<file path="config.mk">
export PLATFORM = sky130hd
export DESIGN_NAME = systolic_bs_array_flat
export DESIGN_NICKNAME = d
export VERILOG_FILES = /design/src/rtl/systolic_bs_array_pkg.sv /design/src/rtl/systolic_bs_array_if.sv /design/src/rtl/systolic_bs_array_bs_mac_pe.sv /design/src/rtl/systolic_bs_array.sv /design/src/flat_wrapper.sv
export SDC_FILE = /design/constraint.sdc
export NUM_CORES = 2
export LEC_CHECK = 0
export CAP_MARGIN = 0
export CORE_MARGIN = 2
export CORE_UTILIZATION = 60
export CTS_BUF_LIST = sky130_fd_sc_hd__clkbuf_16
export CTS_CLUSTER_SIZE = 8
export DETAILED_ROUTE_END_ITERATION = 6
export GPL_ROUTABILITY_DRIVEN = 0
export GPL_TIMING_DRIVEN = 0
export HOLD_SLACK_MARGIN = 0.15
export MAX_ROUTING_LAYER = met4
export PLACE_DENSITY_LB_ADDON = 0.3
export SLEW_MARGIN = 30
export SYNTH_ARGS = -nofsm -noshare
export SYNTH_HDL_FRONTEND = slang
export SYNTH_HIERARCHICAL = 1
export SYNTH_SLANG_ARGS = --single-unit
</file>
<file path="constraint.sdc">
create_clock -name clk -period 9.67 [get_ports clk]
set_input_delay 2.901 -clock clk [delete_from_list [all_inputs] [get_ports clk]]
set_output_delay 2.901 -clock clk [all_outputs]
set_load 0.005 [all_outputs]
</file>
<file path="src/rtl/systolic_bs_array_pkg.sv">
// Shared types and helpers for the bit-serial systolic array: controller states,
// weight-precision clamp and the saturating accumulator add.
package systolic_pkg;

    typedef enum logic [1:0] {
        IDLE  = 2'd0,
        RUN   = 2'd1,
        DRAIN = 2'd2,
        OUT   = 2'd3
    } state_t;

    // Zero precision means one bit; anything above the array maximum is cut down to it.
    function automatic logic [3:0] clamp_prec(input logic [3:0] p, input int max_prec);
        if (p == 4'd0) return 4'd1;
        if (int'(p) > max_prec) return 4'(max_prec);
        return p;
    endfunction

    // Operands arrive sign-extended to 64 bits; result is clamped to a signed w-bit range (w <= 62).
    function automatic logic signed [63:0] sat_add(input logic signed [63:0] a,
                                                   input logic signed [63:0] b,
                                                   input int w);
        logic signed [63:0] s;
        logic signed [63:0] hi;
        logic signed [63:0] lo;
        s  = a + b;
        hi = (64'sd1 <<< (w - 1)) - 64'sd1;
        lo = -(64'sd1 <<< (w - 1));
        if (s > hi) return hi;
        if (s < lo) return lo;
        return s;
    endfunction

endpackage

</file>
<file path="src/rtl/systolic_bs_array_if.sv">
// Job-control, input-beat and result-drain signals of the systolic array.
// valid/ready: a beat or result transfers on a rising clk edge where valid and ready are both high;
// the producer keeps data stable while valid is high and ready is low.
interface systolic_bs_array_if #(
    parameter int ROWS      = 4,
    parameter int COLS      = 4,
    parameter int ACT_WIDTH = 16,
    parameter int ACC_WIDTH = 32,
    parameter int KLEN_W    = 12
);
    import systolic_pkg::*;

    localparam int RW = (ROWS > 1) ? $clog2(ROWS) : 1;
    localparam int CW = (COLS > 1) ? $clog2(COLS) : 1;

    logic                        start;
    logic [KLEN_W-1:0]           k_len;
    logic [3:0]                  precision;
    logic [4:0]                  exp_set;
    logic                        in_valid;
    logic                        in_ready;
    logic [ROWS*ACT_WIDTH-1:0]   act_in;
    logic [COLS-1:0]             w_in;
    logic                        out_valid;
    logic                        out_ready;
    logic signed [ACC_WIDTH-1:0] out_data;
    logic [RW-1:0]               out_row;
    logic [CW-1:0]               out_col;
    logic [4:0]                  out_exp;
    logic                        busy;
    logic                        done;
    state_t                      state;

    modport master (
        output start, k_len, precision, exp_set, in_valid, act_in, w_in, out_ready,
        input  in_ready, out_valid, out_data, out_row, out_col, out_exp, busy, done, state
    );

    modport slave (
        input  start, k_len, precision, exp_set, in_valid, act_in, w_in, out_ready,
        output in_ready, out_valid, out_data, out_row, out_col, out_exp, busy, done, state
    );

endinterface

</file>
<file path="src/rtl/systolic_bs_array_bs_mac_pe.sv">
// Bit-serial MAC cell: MSB-first weight bits against a held activation; forwards act/flags
// right and the weight bit down. Build with SYSTOLIC_ACC_SAT_EN for a saturating accumulator.
module bs_mac_pe
    import systolic_pkg::*;
#(
    parameter int ACT_WIDTH = 16,
    parameter int ACC_WIDTH = 32,
    parameter int MAX_PREC  = 8
) (
    input  logic                        clk,
    input  logic                        rst,
    input  logic                        en,
    input  logic                        clr,
    input  logic signed [ACT_WIDTH-1:0] act_in,
    input  logic                        first_in,
    input  logic                        last_in,
    input  logic                        w_in,
    output logic signed [ACT_WIDTH-1:0] act_out,
    output logic                        first_out,
    output logic                        last_out,
    output logic                        w_out,
    output logic signed [ACC_WIDTH-1:0] acc
);
    localparam int PW = ACT_WIDTH + MAX_PREC;

    logic signed [PW-1:0]        partial;
    logic signed [PW-1:0]        partial_nx;
    logic signed [PW-1:0]        act_ext;
    logic signed [ACC_WIDTH-1:0] acc_nx;

    // The MSB of a two's-complement weight carries negative weight.
    always_comb begin
        act_ext = PW'(act_in);
        if (first_in) partial_nx = w_in ? -act_ext : '0;
        else          partial_nx = (partial <<< 1) + (w_in ? act_ext : '0);
`ifdef SYSTOLIC_ACC_SAT_EN
        acc_nx = ACC_WIDTH'(sat_add(64'(acc), 64'(partial_nx), ACC_WIDTH));
`else
        acc_nx = acc + ACC_WIDTH'(partial_nx);
`endif
    end

    always_ff @(posedge clk) begin
        if (!rst || clr) begin
            act_out   <= '0;
            first_out <= 1'b0;
            last_out  <= 1'b0;
            w_out     <= 1'b0;
            partial   <= '0;
            acc       <= '0;
        end else if (en) begin
            act_out   <= act_in;
            first_out <= first_in;
            last_out  <= last_in;
            w_out     <= w_in;
            partial   <= partial_nx;
            if (last_in) acc <= acc_nx;
        end
    end

endmodule

</file>
<file path="src/rtl/systolic_bs_array.sv">
// R x C output-stationary bit-serial systolic array with run/drain/readout controller.
// Optional SYSTOLIC_ACC_SAT_EN selects saturating PE accumulation.
module systolic_bs_array
    import systolic_pkg::*;
#(
    parameter int ROWS      = 4,
    parameter int COLS      = 4,
    parameter int ACT_WIDTH = 16,
    parameter int ACC_WIDTH = 32,
    parameter int MAX_PREC  = 8,
    parameter int KLEN_W    = 12
) (
    input logic clk,
    input logic rst,
    systolic_bs_array_if.slave bus
);
    localparam int RW = (ROWS > 1) ? $clog2(ROWS) : 1;
    localparam int CW = (COLS > 1) ? $clog2(COLS) : 1;
    localparam int DW = (ROWS + COLS > 1) ? $clog2(ROWS + COLS) : 1;

    state_t            state, state_nx;
    logic [KLEN_W-1:0] k_r, elem_cnt;
    logic [3:0]        p_r, bit_cnt;
    logic [4:0]        exp_r;
    logic [DW-1:0]     drain_cnt;
    logic [RW-1:0]     row_idx;
    logic [CW-1:0]     col_idx;
    logic              done_r;
    logic              beat, en, clr, last_bit, last_elem, drain_end, out_hs, last_out;

    logic signed [ACT_WIDTH-1:0] act_hold [ROWS];
    logic signed [ACT_WIDTH-1:0] inj_act  [ROWS];
    logic                        inj_first, inj_last;
    logic [COLS-1:0]             inj_w;

    logic signed [ACT_WIDTH-1:0] act_h   [ROWS][COLS+1];
    logic                        first_h [ROWS][COLS+1];
    logic                        last_h  [ROWS][COLS+1];
    logic                        w_v     [ROWS+1][COLS];
    logic signed [ACC_WIDTH-1:0] acc_arr [ROWS][COLS];

    always_comb begin
        beat      = (state == RUN) && bus.in_valid;
        en        = beat || (state == DRAIN);
        clr       = (state == IDLE) && bus.start;
        last_bit  = (bit_cnt == p_r - 4'd1);
        last_elem = (elem_cnt == k_r - KLEN_W'(1));
        drain_end = (drain_cnt == DW'(ROWS + COLS - 1));
        out_hs    = (state == OUT) && bus.out_ready;
        last_out  = (row_idx == RW'(ROWS - 1)) && (col_idx == CW'(COLS - 1));
        state_nx  = state;
        case (state)
            IDLE:  if (bus.start) state_nx = (bus.k_len == '0) ? OUT : RUN;
            RUN:   if (beat && last_bit && last_elem) state_nx = DRAIN;
            DRAIN: if (drain_end) state_nx = OUT;
            OUT:   if (out_hs && last_out) state_nx = IDLE;
            default: state_nx = IDLE;
        endcase
    end

    // Activations are only valid on the MSB beat; later beats of the element replay the held copy.
    always_comb begin
        inj_first = (state == RUN) && (bit_cnt == 4'd0);
        inj_last  = (state == RUN) && last_bit;
        inj_w     = (state == RUN) ? bus.w_in : '0;
        for (int r = 0; r < ROWS; r++) begin
            inj_act[r] = '0;
            if (state == RUN)
                inj_act[r] = (bit_cnt == 4'd0) ? bus.act_in[r*ACT_WIDTH +: ACT_WIDTH] : act_hold[r];
        end
    end

    always_ff @(posedge clk) begin
        if (!rst) begin
            state     <= IDLE;
            k_r       <= '0;
            elem_cnt  <= '0;
            p_r       <= '0;
            bit_cnt   <= '0;
            exp_r     <= '0;
            drain_cnt <= '0;
            row_idx   <= '0;
            col_idx   <= '0;
            done_r    <= 1'b0;
            for (int r = 0; r < ROWS; r++) act_hold[r] <= '0;
        end else begin
            state  <= state_nx;
            done_r <= out_hs && last_out;
            if (clr) begin
                k_r       <= bus.k_len;
                p_r       <= clamp_prec(bus.precision, MAX_PREC);
                exp_r     <= bus.exp_set;
                elem_cnt  <= '0;
                bit_cnt   <= '0;
                drain_cnt <= '0;
                row_idx   <= '0;
                col_idx   <= '0;
            end
            if (beat) begin
                if (bit_cnt == 4'd0)
                    for (int r = 0; r < ROWS; r++) act_hold[r] <= bus.act_in[r*ACT_WIDTH +: ACT_WIDTH];
                if (last_bit) begin
                    bit_cnt  <= '0;
                    elem_cnt <= elem_cnt + KLEN_W'(1);
                end else begin
                    bit_cnt <= bit_cnt + 4'd1;
                end
            end
            if (state == DRAIN) drain_cnt <= drain_cnt + DW'(1);
            if (out_hs) begin
                if (col_idx == CW'(COLS - 1)) begin
                    col_idx <= '0;
                    row_idx <= (row_idx == RW'(ROWS - 1)) ? '0 : row_idx + RW'(1);
                end else begin
                    col_idx <= col_idx + CW'(1);
                end
            end
        end
    end

    // Row r enters r en-cycles late and column c enters c en-cycles late, so operands meet at PE(r,c).
    for (genvar r = 0; r < ROWS; r++) begin : g_row_skew
        if (r == 0) begin : g_direct
            assign act_h[r][0]   = inj_act[r];
            assign first_h[r][0] = inj_first;
            assign last_h[r][0]  = inj_last;
        end else begin : g_delay
            logic signed [ACT_WIDTH-1:0] d_act [r];
            logic                        d_first [r];
            logic                        d_last  [r];
            always_ff @(posedge clk) begin
                if (!rst || clr) begin
                    for (int i = 0; i < r; i++) begin
                        d_act[i]   <= '0;
                        d_first[i] <= 1'b0;
                        d_last[i]  <= 1'b0;
                    end
                end else if (en) begin
                    d_act[0]   <= inj_act[r];
                    d_first[0] <= inj_first;
                    d_last[0]  <= inj_last;
                    for (int i = 1; i < r; i++) begin
                        d_act[i]   <= d_act[i-1];
                        d_first[i] <= d_first[i-1];
                        d_last[i]  <= d_last[i-1];
                    end
                end
            end
            assign act_h[r][0]   = d_act[r-1];
            assign first_h[r][0] = d_first[r-1];
            assign last_h[r][0]  = d_last[r-1];
        end
    end

    for (genvar c = 0; c < COLS; c++) begin : g_col_skew
        if (c == 0) begin : g_direct
            assign w_v[0][c] = inj_w[c];
        end else begin : g_delay
            logic d_w [c];
            always_ff @(posedge clk) begin
                if (!rst || clr) begin
                    for (int i = 0; i < c; i++) d_w[i] <= 1'b0;
                end else if (en) begin
                    d_w[0] <= inj_w[c];
                    for (int i = 1; i < c; i++) d_w[i] <= d_w[i-1];
                end
            end
            assign w_v[0][c] = d_w[c-1];
        end
    end

    for (genvar r = 0; r < ROWS; r++) begin : g_r
        for (genvar c = 0; c < COLS; c++) begin : g_c
            bs_mac_pe #(
                .ACT_WIDTH(ACT_WIDTH),
                .ACC_WIDTH(ACC_WIDTH),
                .MAX_PREC (MAX_PREC)
            ) u_pe (
                .clk      (clk),
                .rst      (rst),
                .en       (en),
                .clr      (clr),
                .act_in   (act_h[r][c]),
                .first_in (first_h[r][c]),
                .last_in  (last_h[r][c]),
                .w_in     (w_v[r][c]),
                .act_out  (act_h[r][c+1]),
                .first_out(first_h[r][c+1]),
                .last_out (last_h[r][c+1]),
                .w_out    (w_v[r+1][c]),
                .acc      (acc_arr[r][c])
            );
        end
    end

    assign bus.in_ready  = (state == RUN);
    assign bus.out_valid = (state == OUT);
    assign bus.out_data  = acc_arr[row_idx][col_idx];
    assign bus.out_row   = row_idx;
    assign bus.out_col   = col_idx;
    assign bus.out_exp   = exp_r;
    assign bus.busy      = (state != IDLE);
    assign bus.done      = done_r;
    assign bus.state     = state;

endmodule

</file>
<file path="src/flat_wrapper.sv">
// flat-port wrapper written by rule: the top's interface ports become plain ports
module systolic_bs_array_flat import systolic_pkg::*;
#(
    parameter int ROWS      = 4,
    parameter int COLS      = 4,
    parameter int ACT_WIDTH = 16,
    parameter int ACC_WIDTH = 32,
    parameter int MAX_PREC  = 8,
    parameter int KLEN_W    = 12
)
  (clk, rst, bus_start, bus_k_len, bus_precision, bus_exp_set, bus_in_valid, bus_act_in, bus_w_in, bus_out_ready, bus_in_ready, bus_out_valid, bus_out_data, bus_out_row, bus_out_col, bus_out_exp, bus_busy, bus_done, bus_state);
  systolic_bs_array_if #(.ROWS(ROWS), .COLS(COLS), .ACT_WIDTH(ACT_WIDTH), .ACC_WIDTH(ACC_WIDTH), .KLEN_W(KLEN_W)) bus_i ();
  input logic clk;
  input logic rst;
  input wire logic [$bits(bus_i.start)-1:0] bus_start;
  input wire logic [$bits(bus_i.k_len)-1:0] bus_k_len;
  input wire logic [$bits(bus_i.precision)-1:0] bus_precision;
  input wire logic [$bits(bus_i.exp_set)-1:0] bus_exp_set;
  input wire logic [$bits(bus_i.in_valid)-1:0] bus_in_valid;
  input wire logic [$bits(bus_i.act_in)-1:0] bus_act_in;
  input wire logic [$bits(bus_i.w_in)-1:0] bus_w_in;
  input wire logic [$bits(bus_i.out_ready)-1:0] bus_out_ready;
  output wire logic [$bits(bus_i.in_ready)-1:0] bus_in_ready;
  output wire logic [$bits(bus_i.out_valid)-1:0] bus_out_valid;
  output wire logic [$bits(bus_i.out_data)-1:0] bus_out_data;
  output wire logic [$bits(bus_i.out_row)-1:0] bus_out_row;
  output wire logic [$bits(bus_i.out_col)-1:0] bus_out_col;
  output wire logic [$bits(bus_i.out_exp)-1:0] bus_out_exp;
  output wire logic [$bits(bus_i.busy)-1:0] bus_busy;
  output wire logic [$bits(bus_i.done)-1:0] bus_done;
  output wire logic [$bits(bus_i.state)-1:0] bus_state;
  assign bus_i.start = bus_start;
  assign bus_i.k_len = bus_k_len;
  assign bus_i.precision = bus_precision;
  assign bus_i.exp_set = bus_exp_set;
  assign bus_i.in_valid = bus_in_valid;
  assign bus_i.act_in = bus_act_in;
  assign bus_i.w_in = bus_w_in;
  assign bus_i.out_ready = bus_out_ready;
  assign bus_in_ready = bus_i.in_ready;
  assign bus_out_valid = bus_i.out_valid;
  assign bus_out_data = bus_i.out_data;
  assign bus_out_row = bus_i.out_row;
  assign bus_out_col = bus_i.out_col;
  assign bus_out_exp = bus_i.out_exp;
  assign bus_busy = bus_i.busy;
  assign bus_done = bus_i.done;
  assign bus_state = bus_i.state;
  systolic_bs_array #(.ROWS(ROWS), .COLS(COLS), .ACT_WIDTH(ACT_WIDTH), .ACC_WIDTH(ACC_WIDTH), .MAX_PREC(MAX_PREC), .KLEN_W(KLEN_W)) u_core (.clk(clk), .rst(rst), .bus(bus_i));
endmodule
</file>
# Yosys cells after proc, flatten, opt, wreduce, memory -nomap -nowiden
# Memories as Yosys holds them, arrays and structs flattened.
# Cells that the tools add are included.
[totals]
ff_bits = 1155
ramBits = 178
wordCells = 377
n_memories = 13
[op_classes]
n_addsub = 55
order_cmp = 3
n_eq_ne = 12
muxes = 137
bitwise = 26
n_reduce_logical = 41
[memory_table]
columns = ["memory", "depth", "word_bits", "read_ports", "rd_clocked_by_memory_dff", "write_ports", "line_no", "rtl"]
rows = [
  ["u_core.act_hold", 4, 16, 4, 0, 4, "systolic_bs_array.sv:31", "logic signed [ACT_WIDTH-1:0] act_hold [ROWS];"],
  ["u_core.g_row_skew[3].g_delay.d_act", 3, 16, 3, 0, 3, "systolic_bs_array.sv:128", "logic signed [ACT_WIDTH-1:0] d_act [r];"],
  ["u_core.g_row_skew[2].g_delay.d_act", 2, 16, 2, 0, 2, "systolic_bs_array.sv:128", ""],
  ["u_core.g_row_skew[1].g_delay.d_act", 1, 16, 1, 0, 1, "systolic_bs_array.sv:128", ""],
  ["u_core.g_col_skew[3].g_delay.d_w", 3, 1, 3, 0, 3, "systolic_bs_array.sv:159", "logic d_w [c];"],
  ["u_core.g_row_skew[3].g_delay.d_first", 3, 1, 3, 0, 3, "systolic_bs_array.sv:129", "logic d_first [r];"],
  ["+7 memories", "n/a", "n/a", "n/a", "n/a", "n/a", "n/a", ""],
]
[op_table]
columns = ["operator", "n"]
rows = [
  ["2-to-1 mux 24 bit", 48],
  ["adder 32 x 24 -> 32 bit", 16],
  ["adder 24 bit", 16],
  ["negator 24 bit", 16],
  ["2-to-1 mux 16 bit", 18],
  ["binary-select mux 128 bit (select 2 bit)", 1],
  ["2-to-1 mux 128 bit", 2],
  ["binary-select mux 32 bit (select 2 bit)", 1],
  ["2-to-1 mux 32 bit", 2],
  ["2-to-1 mux 1 bit", 39],
  ["2-to-1 mux 12 bit", 3],
  ["2-to-1 mux 4 bit", 8],
  ["AND reduction 2 bit", 16],
  ["2-to-1 mux 2 bit", 12],
  ["bitwise OR 1 bit", 24],
  ["OR reduction 16 bit", 1],
  ["adder 12 x 1 -> 12 bit (second input constant)", 1],
  ["equality test 12 bit", 1],
  ["zero test 12 bit", 1],
  ["subtractor 12 x 1 -> 12 bit (second input constant)", 1],
  ["logical AND 1 bit", 9],
  ["equality test 2 bit (second input constant)", 4],
  ["zero test 4 bit", 2],
  ["one-hot mux 2 bit (4 select lines)", 1],
  ["19 further kinds", 31],
]

# Depth between registers and ports, before layout
[logic_depth]
depth_word = 9
depth_mapped = 31
mapped_depth_nobuf = 29

# Hierarchy
# Netlist, hierarchy kept.
[by_module_without_submodules]
columns = ["module", "instances", "cells_each", "area_per_inst_um2", "seq_area_each_um2"]
rows = [
  ["bs_mac_pe at u_core.g_r[0].g_c[0].u_pe ...", 9, 745, 5783.0, 1481.4],
  ["bs_mac_pe at u_core.g_r[2].g_c[2].u_pe ...", 3, 740, 5790.6, 1481.4],
  ["systolic_bs_array", 1, 1076, 13400.4, 6165.9],
  ["bs_mac_pe at u_core.g_r[3].g_c[2].u_pe ...", 2, 751, 5854.4, 1481.4],
  ["bs_mac_pe at u_core.g_r[0].g_c[2].u_pe", 1, 747, 5793.1, 1481.4],
  ["bs_mac_pe at u_core.g_r[3].g_c[1].u_pe", 1, 725, 5715.5, 1481.4],
]

# Least setup slack after synthesis
# Ideal clock, no wire load.
[synth_timing]
path_kind = "input port to flip-flop"
from = "in bus_act_in[8]"
to = "reg u_core.g_r[0].g_c[0].u_pe.acc[30]"
arrival_time_ns = 7.632
required_ns = 9.608
setup_slack_ns = 1.976
cell_stages = 23
path_buffers = 1
cell_sequence = "nand2_1 > a21boi_0 > and2_1 > ha_1 > clkbuf_1 > a211oi_1 > o21ai_0 > o31ai_1 > o21bai_1 > a21boi_1 > xnor2_1 > a31oi_1 > o32ai_1 > ha_1 > a21o_1 > a21o_1 > a21o_1 > a21o_1 > a21o_1 > a31oi_1 > nor4_1 > or4_1 > nand3_1"
[synth_rtl]
columns = ["element", "line_no", "rtl"]
rows = [
  ["from (decl)", "flat_wrapper.sv:20", "input wire logic [$bits(bus_i.act_in)-1:0] bus_act_in;"],
  ["to (signal assigned)", "systolic_bs_array_bs_mac_pe.sv:57", "if (last_in) acc <= acc_nx;"],
  ["to (decl)", "systolic_bs_array_bs_mac_pe.sv:22", "output logic signed [ACC_WIDTH-1:0] acc"],
]

==> results.yml <==
die:
  io_pins: 141
  die_area_um2: 176000
  die_y_um: 419
  start_util_pct: 60.3
  die_w_um: 419
  coreArea_um2: 172000
  floorplan.rows: 152
setup_path:
  crit_buf_inv: 1
  cp.required_ns: 10.45
  crit_cells: 23
  cpMostUsedCell: "a21o_1"
  crit_path_start_kind: "input pin"
  timing.rr.start: "u_core/bit_cnt[0]$_SDFFE_PN0P_"
  criticalPathCategory: "input pin to register"
  cpMaxStageDelayCell: "a21boi_0"
  critPathTopFamily: "compound AO/OA/AOI/OAI gates"
  cp.arrival_ns: 9.37
  reg2regPathDepth: 27
  crit_chain: "clkdlybuf4s50_1 > nand2_1 > a21boi_0 > and2_1 > ha_1 > o21ai_0 > o21ai_0 > o31ai_1 > o21bai_1 > a21boi_1 > xnor2_1 > a31oi_1 > o32ai_1 > ha_1 > a21o_1 > a21o_1 > a21o_1 > a21o_1 > a21o_1 > a31oi_1 > nor4_1 > or4_1 > nand3_1"
  path_max_fanout: 6
  crit_start: "bus_act_in[9]"
  endpoint_kind: "register"
  max_stage_delay_ns: 0.77
clock_network:
  clk_latency_ns: 0.84
  clock-sinks: 1329
  cts_made_buffers: 186
  cts_tree: "done"
  cts_hold_buffers: 0
  h-tree-depth: 4
  clk_pin_slew_worst_paths_ns: 0.05
  clockBufferDepth: 3
  cts_setup_buffers: 0
  cts_root_buf: "clkbuf_16"
  cts_resized: 0
global_routing:
  grt_pass1_vias: 95900
  grt_first_pass_wirelength_um: 541000
  grt_max_degree: 45
  track_usage_pct: 40.4
  antenna_found_initial: 22
  overflow: 0
sta:
  hold_violations: 0
  setup_viol: 0
  setup_tns_ns: 0
  rsz0062_at_grt: "false"
  layout_setup_ws_ns: 1.07
  slew-limit-headroom_pct: 23.3
  finClkSkew_ns: 0.0324
  fmax_mhz: 116
  post-route-min-period_ns: 8.60
  finalCritPeriodShare_pct: 88.9
  finalMaxSlewViolations: 0
  tightest_slew_ns: 1.15
power:
  clkPwrFrac_pct: 32.6
  cellPowerDensity_nw_per_um2: 161
  ir_worst_vdd_mv: 0.186
  pwr-share-seq_pct: 36.1
  power_mw: 18.2
  share_comb_of_total_power_pct: 31.3
  p_leak_nw: 47.7
  p_sw_mw: 6.73
  swShare_pct: 36.9
  intPower_mw: 11.5
routing:
  drtAntennaViolNets: 0
  routed_via_density: 6.63
  wire_per_inst_um: 23.1
  wl_um: 357000
  dr_total_vias: 103000
  drtPass1Iterations: 7
  drtIter0Drc: 13500
  drcViolationCount: 47
logic_synthesis:
  syn-num-nets: 13600
  synth_area_per_cell_um2: 8.12
  synth.cell_area_um2: 103000
  yosysWarnings: 6
  synth_cells: 12700
run_status:
  violations: "design-rule violations"
  outcome: "complete, but fails checks"
finish:
  nNetsFinal: 14000
  layout_common_cells: "nand2_1, nor2_1, dfxtp_1, a21oi_1, ha_1"
  mostFrequentLayoutCell: "nand2_1"
  drive_above_1_share_pct: 5.44
  syn2layout_area_growth_pct: 9.39
  fill_cells: 14100
  final_util_pct: 66.0
place:
  portBuffers: 140
  dp_hpwl_um: 276000
  pre_cts_slack_ns: 0.386
hold_path:
  whs_path_depth: 2
  hp-start: "u_core/bus.out_exp[3]$_SDFFE_PN0P_"
  min_path_type: "register to register"
flow_run:
  drv_cap: 0
-- state kept, by name, summed over array words and instances, names as in the netlist, 64 cells and up --
register                         flops
u_core/act_hold                     64
u_core/g_r.g_c.u_pe/act_out        192
u_core/g_r.g_c.u_pe/acc            512
u_core/g_row_skew.g_delay.d_act     96
u_core/g_r.g_c.u_pe/partial        368
-- area by class of cell --
cell class | instances | area (um^2) | area share (%)
diodes | 18 | 45.0 | 0.0398
well taps | 2310 | 2890 | 2.55
flip-flops and latches | 1329 | 28300 | 25.0
clock buffers | 188 | 4700 | 4.16
multi-input cells | 10400 | 71100 | 62.8
clock inverters | 61 | 383 | 0.338
repair buffers | 148 | 1570 | 1.39
plain buffers | 607 | 2570 | 2.27
inverters | 409 | 1540 | 1.36
-- layer usage --
metal,share of wire [%],up-vias,GRT usage (%)
met5,0,-,-
met4,11,0,37.3
met3,10,1548,10.0
met2,41,5999,57.5
met1,37,48200,46.4
li1,-,46900,-
-- stage by stage --
stage | instances | hold WS (ns) | area (um^2)
6_report | 15500 | 0.456 | 113000
5_1_grt | 15500 | 0.483 | 113000
4_1_cts | 15400 | 0.455 | 113000
3_5_place_dp | 15200 | 0.448 | 108000
3_3_place_gp | 15200 | 0.446 | 108000
2_1_floorplan | 12700 | 0.437 | 103000
-- worst min-delay path, stage by stage (launching register included) --
cell	delay [ns]
dfxtp_1	0.30
nand2_1	0.05
a21oi_1	0.05
-- power groups by stage --
stage               sequential (mW)  combinational (mW)  clock [mW]
detailed placement             6.65                5.49           0
global route                   6.60                6.12        6.24
global placement               6.67                5.29           0
floorplan                      6.42                4.08           0
CTS                            6.54                5.54        6.00
finish                         6.58                5.72        5.95
-- worst paths after layout --
| check | endpoint | slack (ns) |
|---|---|---|
| max | u_core/g_r[0].g_c[0].u_pe/acc[30]$_SDFFE_PP0P_ | 1.07 |
| max reg2reg | u_core/g_r[0].g_c[0].u_pe/acc[30]$_SDFFE_PP0P_ | 1.94 |
| min reg2reg | u_core/bus.out_exp[3]$_SDFFE_PN0P_ | 0.46 |
| min | u_core/bus.out_exp[3]$_SDFFE_PN0P_ | 0.46 |
Power figures use the tool's default switching activity.
